$ cat src/rtl/fetch_stage.sv
// Instruction-fetch stage with IF/ID register: owns PCF, issues one word fetch at a time
// over a req/ready + rvalid handshake, and applies redirect, stall and flush controls.
module fetch_stage #(
  parameter int                 DATA_W    = 32,
  parameter logic [DATA_W-1:0]  RESET_PC  = 32'h0000_0000,
  parameter logic [DATA_W-1:0]  NOP_INSTR = 32'h0000_0013
) (
  input  logic              CLK,
  input  logic              rst,
  input  logic              StallF,
  input  logic              StallD,
  input  logic              FlushD,
  input  logic              PCSrcE,
  input  logic [DATA_W-1:0] PCTargetE,
  output logic              imem_req,
  output logic [DATA_W-1:0] imem_addr,
  input  logic              imem_ready,
  input  logic              imem_rvalid,
  input  logic [DATA_W-1:0] imem_rdata,
  output logic [DATA_W-1:0] InstrD,
  output logic [DATA_W-1:0] PCD,
  output logic [DATA_W-1:0] PCPlus4D,
  output logic              ValidD,
  output logic              FetchBusyF
);

  typedef enum logic [1:0] {S_REQ, S_WAIT, S_HOLD} state_t;

  state_t            state, state_n;
  logic [DATA_W-1:0] pcf, pcf_n;
  logic [DATA_W-1:0] pend_pc, pend_pc_n;
  logic [DATA_W-1:0] hold_instr, hold_instr_n;
  logic [DATA_W-1:0] hold_pc, hold_pc_n;
  logic              kill, kill_n;
  logic              accept;
  logic              deliver;
  logic [DATA_W-1:0] deliver_instr, deliver_pc;

  function automatic logic [DATA_W-1:0] pc_inc(input logic [DATA_W-1:0] pc);
    return pc + DATA_W'(4);
  endfunction

  assign imem_req   = rst && (state == S_REQ) && !StallF;
  assign imem_addr  = pcf;
  assign accept     = imem_req && imem_ready;
  assign FetchBusyF = (state != S_REQ);

  always_comb begin
    state_n       = state;
    pcf_n         = pcf;
    pend_pc_n     = pend_pc;
    kill_n        = kill;
    hold_instr_n  = hold_instr;
    hold_pc_n     = hold_pc;
    deliver       = 1'b0;
    deliver_instr = hold_instr;
    deliver_pc    = hold_pc;
    case (state)
      S_REQ: begin
        if (accept) begin
          pend_pc_n = pcf;
          pcf_n     = pc_inc(pcf);
          kill_n    = PCSrcE;
          state_n   = S_WAIT;
        end
      end
      S_WAIT: begin
        if (imem_rvalid) begin
          state_n       = S_REQ;
          deliver_instr = imem_rdata;
          deliver_pc    = pend_pc;
          // A killed, redirected or flushed response is dropped outright.
          if (!kill && !PCSrcE && !FlushD) begin
            if (!StallD) begin
              deliver = 1'b1;
            end else begin
              hold_instr_n = imem_rdata;
              hold_pc_n    = pend_pc;
              state_n      = S_HOLD;
            end
          end
        end else if (PCSrcE) begin
          kill_n = 1'b1;
        end
      end
      S_HOLD: begin
        if (PCSrcE || FlushD) begin
          state_n = S_REQ;
        end else if (!StallD) begin
          deliver = 1'b1;
          state_n = S_REQ;
        end
      end
      default: state_n = S_REQ;
    endcase
    if (PCSrcE) pcf_n = PCTargetE & ~DATA_W'(3);
  end

  // Fetch control and IF/ID register
  always_ff @(posedge CLK) begin
    if (!rst) begin
      state      <= S_REQ;
      pcf        <= RESET_PC;
      pend_pc    <= '0;
      kill       <= 1'b0;
      hold_instr <= '0;
      hold_pc    <= '0;
      InstrD     <= NOP_INSTR;
      PCD        <= '0;
      PCPlus4D   <= '0;
      ValidD     <= 1'b0;
    end else begin
      state      <= state_n;
      pcf        <= pcf_n;
      pend_pc    <= pend_pc_n;
      kill       <= kill_n;
      hold_instr <= hold_instr_n;
      hold_pc    <= hold_pc_n;
      if (FlushD || (!deliver && !StallD)) begin
        InstrD   <= NOP_INSTR;
        PCD      <= '0;
        PCPlus4D <= '0;
        ValidD   <= 1'b0;
      end else if (deliver) begin
        InstrD   <= deliver_instr;
        PCD      <= deliver_pc;
        PCPlus4D <= pc_inc(deliver_pc);
        ValidD   <= 1'b1;
      end
    end
  end

endmodule

$ cat config.mk
export PLATFORM = sky130hd
export DESIGN_NAME = fetch_stage
export DESIGN_NICKNAME = d
export VERILOG_FILES = /design/src/rtl/fetch_stage.sv
export SDC_FILE = /design/constraint.sdc
export NUM_CORES = 1
export LEC_CHECK = 0
export ABC_AREA = 1
export CELL_PAD_IN_SITES_DETAIL_PLACEMENT = 2
export CELL_PAD_IN_SITES_GLOBAL_PLACEMENT = 2
export CORE_MARGIN = 2
export CORE_UTILIZATION = 31
export DETAILED_ROUTE_END_ITERATION = 7
export PLACE_DENSITY = 0.84
export SYNTH_ARGS = -nofsm -noshare
export SYNTH_HDL_FRONTEND = slang
export SYNTH_SLANG_ARGS = --single-unit
export TNS_END_PERCENT = 5
$ cat constraint.sdc
create_clock -name CLK -period 4.1 [get_ports CLK]
set_clock_uncertainty 0.15 [all_clocks]
set_input_delay 0.82 -clock CLK [delete_from_list [all_inputs] [get_ports CLK]]
set_output_delay 0.82 -clock CLK [all_outputs]
set_load 0.02 [all_outputs]
==> metrics.yaml <==
run_status:
  outcome: "finished clean"
clock_network:
  clk-insertion-delay-late_ns: 0.56
  cts_tree: "done"
  htree_levels: 1
  post_cts.resized_instances: 0
  cts_sinks: 218
  cts_setup_buffers: 0
  max-clock-path-buffers: 3
  clockRootBuffer: "sky130_fd_sc_hd__clkbuf_16"
  cts_inserted_buffers: 27
  clock_slew_at_reported_path_ffs_ns: 0.06
  post_cts_hold_buffer_count: 0
floorplanning:
  floorplan.initialDensity_pct: 31.52
  fp.dieArea_um2: 35590
  fp-row-count: 67
  die_x_um: 188.6
  die_height_um: 188.6
  core_um2: 33530
  io-pin-count: 203
setup_path:
  crit_path_max_fanout: 28
  critical-path-top-delay-family: "buffers and inverters"
  worst-setup-path-type: "in -> reg"
  path_common_cell: "sky130_fd_sc_hd__nand2_1"
  cell_breakdown_of_the_critical_path: "clkdlybuf4s50_1 > nand2_4 > inv_2 > nand3b_1 > nand2_1 > nand2_1 > nand2_1 > nand3_2 > inv_2 > o21ai_0 > a21oi_1"
  crit_required_ns: 4.43
  critical-path-slowest-cell: "sky130_fd_sc_hd__inv_2"
  worstPathBufferInverterCount: 3
  crit_path_largest_cell_delay_ns: 0.62
  regToRegSetupSlack_ns: 1.03
  cp-end-kind: "register"
  arrival_ns: 3.52
  start_kind: "primary input"
sta:
  timing_max_transition_violations_final: 0
  tightestPinTransition_ns: 0.8356
  final-setup-viol-count: 0
  rsz0062_at_grt: "false"
  period_share_pct: 77.88
  maxClockFrequency_mhz: 313.2
  slew_headroom_pct: 44.30
  hold_viol: 0
  final.hold.worst_slack_ns: 0.3120
  post-route-worst-setup-slack_ns: 0.9068
  totalNegativeSetupSlack_ns: 0
  layout_min_cycle_time_ns: 3.193
logic_synthesis:
  yosys_warnings: 0
  synth-seq-area-share_pct: 41.29
  async_reset_ff_share_pct: 0
  yosysMostFrequentCell: "sky130_fd_sc_hd__nand2_1"
  yosys_register_bits: 218
  synthesis.area_um2: 10570
  synthTopCellsByCount: "sky130_fd_sc_hd__nand2_1 (361), sky130_fd_sc_hd__dfxtp_1 (218), sky130_fd_sc_hd__nor2_1 (182), sky130_fd_sc_hd__inv_1 (160), sky130_fd_sc_hd__o21ai_0 (138)"
  yosys.area.top_type_share_pct: 41.29
  synth_cells: 1547
  post_synth.cell_area_avg_um2: 6.832
  synth_area_leaders: "sky130_fd_sc_hd__dfxtp_1 (41%), sky130_fd_sc_hd__nand2_1 (13%), sky130_fd_sc_hd__o21ai_0 (6.5%)"
  dominantRegCellSynth: "sky130_fd_sc_hd__dfxtp_1"
  synth_edf_count: 0
  ys_types: 40
  netlist.top_cell.by_area: "sky130_fd_sc_hd__dfxtp_1"
pwr:
  vdd_ir_drop_max_v: 0.0002923
  power-per-cell-area_nw_per_um2: 403.6
  static-leakage-power_nw: 5.169
layout:
  drive_above_1_share_pct: 7.496
  layout.nets: 1780
  syn_to_final_growth_pct: 29.88
  layout.core_utilization_pct: 40.94
min_path:
  hold_path_class: "reg -> reg"
global_routing:
  globalRouteTotalUtil_pct: 22.18
  overflow: 0
  global_route_wire_length_before_repair_um: 63930
  grt_max_degree: 83
  grt_pass1_vias: 11650
  number_of_antenna_violations_at_the_first_check_in_global_routing: 1
routing:
  post_drt_wl_per_cell_um: 18.41
  detailedRoute.firstIterationViolations: 402
  postRouteWirelength_um: 39950
  per_cell_via_count_in_the_routed_design: 4.984
  antenna_left: 0
  post-route-drc-count: 0
  drtPass1Iterations: 4
  via_count: 10820
placed_design:
  routabilityCongestion: 0.8710
  port_buffers: 194
  hpwlAfterDp_um: 28470
  dpl_worst_slack_ns: 0.2877
job:
  drv_cap: 0
## cells in the final DEF (no fill, tap or decap), types with 11 or more instances in the layout
| cell | instances |
|---|---|
| sky130_fd_sc_hd__a211oi_1 | 29 |
| sky130_fd_sc_hd__o21ai_0 | 138 |
| sky130_fd_sc_hd__nand2_2 | 19 |
| sky130_fd_sc_hd__nand2_1 | 360 |
| sky130_fd_sc_hd__nor2_1 | 181 |
| sky130_fd_sc_hd__nand3_1 | 103 |
| sky130_fd_sc_hd__buf_4 | 12 |
| sky130_fd_sc_hd__a21oi_1 | 119 |
| sky130_fd_sc_hd__inv_1 | 160 |
| sky130_fd_sc_hd__clkbuf_16 | 27 |
| sky130_fd_sc_hd__nor3_1 | 15 |
| sky130_fd_sc_hd__o21ai_1 | 11 |
| sky130_fd_sc_hd__dfxtp_1 | 218 |
| sky130_fd_sc_hd__o21ai_2 | 11 |
| sky130_fd_sc_hd__xor2_1 | 14 |
| sky130_fd_sc_hd__clkdlybuf4s50_1 | 193 |
## final cells by class
class / count / area, um^2
Clock buffer: 36 / 749.5
Tap cell: 448 / 560.5
Fill cell: 3950 / 19810
Sequential cell: 218 / 4364
Antenna cell: 1 / 2.502
Multi-Input combinational cell: 1073 / 5131
Timing Repair Buffer: 212 / 2147
Inverter: 170 / 638.1
Clock inverter: 12 / 133.9
## worst reg2reg max path: stages, from the launching register on
cell	delay (ns)
sky130_fd_sc_hd__dfxtp_1	0.31
sky130_fd_sc_hd__inv_1	0.12
sky130_fd_sc_hd__ha_1	0.24
sky130_fd_sc_hd__nand2_4	0.17
sky130_fd_sc_hd__inv_2	0.10
sky130_fd_sc_hd__nand3b_1	0.15
sky130_fd_sc_hd__nand2_1	0.16
sky130_fd_sc_hd__nand2_1	0.07
sky130_fd_sc_hd__nand2_1	0.07
sky130_fd_sc_hd__nand3_2	0.38
sky130_fd_sc_hd__inv_2	0.62
sky130_fd_sc_hd__o21ai_0	0.27
sky130_fd_sc_hd__a21oi_1	0.19
## routing by layer
layer / wire, um / vias to the layer above / track usage [%]
met3: 1185 / 49 / 2.365
met4: 907 / 0 / 5.709
li1: - / 5264 / -
met2: 19560 / 185 / 39.71
met1: 18300 / 5318 / 28.33
met5: 0 / - / 0
## path summary, 6_finish.rpt
check,to,cells after the start,startpoint
hold reg to reg,hold_pc[12]$_SDFFE_PN0P_,2,hold_pc[12]$_SDFFE_PN0P_
hold / removal,hold_pc[12]$_SDFFE_PN0P_,2,hold_pc[12]$_SDFFE_PN0P_
setup reg to reg,PCD[5]$_SDFFE_PP0P_,12,state[1]$_SDFFE_PN0P_
setup / recovery,PCD[5]$_SDFFE_PP0P_,11,imem_rvalid
## registers in the layout (all words and copies together) (netlist names)
register / count
hold_pc: 30
hold_instr: 32
kill: 1
PCD: 30
state: 2
InstrD: 32
pend_pc: 30
PCPlus4D: 30
imem_addr: 30
ValidD: 1
## metrics by stage
step	total power, mW	instances	instance area [um^2]
finish	5.540	2170	13730
global route	5.793	2170	13730
CTS	5.607	2169	13720
detailed placement	3.192	2121	12840
global placement	3.155	2121	12840
floorplan	2.854	1552	10590
## kinds of logic (layout without fill, tap and decap cells)
| kind of cell | Yosys count | in the layout | synth area share [%] |
|---|---|---|---|
| AO/OA/AOI/OAI | 329 | 329 | 17.28 |
| XOR/XNOR | 20 | 20 | 1.657 |
| adder cells (fa/ha/maj) | 6 | 6 | 0.7103 |
| buffers and inverters | 261 | 430 | 10.60 |
| flip-flops | 218 | 218 | 41.29 |
| other | 1 | 7 | 0.03548 |
| AND/OR/NAND/NOR | 712 | 712 | 28.42 |
## power breakdown
group | switching (mW) | internal [mW]
logic | 0.599 | 0.291
registers | 0.0642 | 2.19
clock network | 0.978 | 1.41
(Power assumes the default switching activity.)
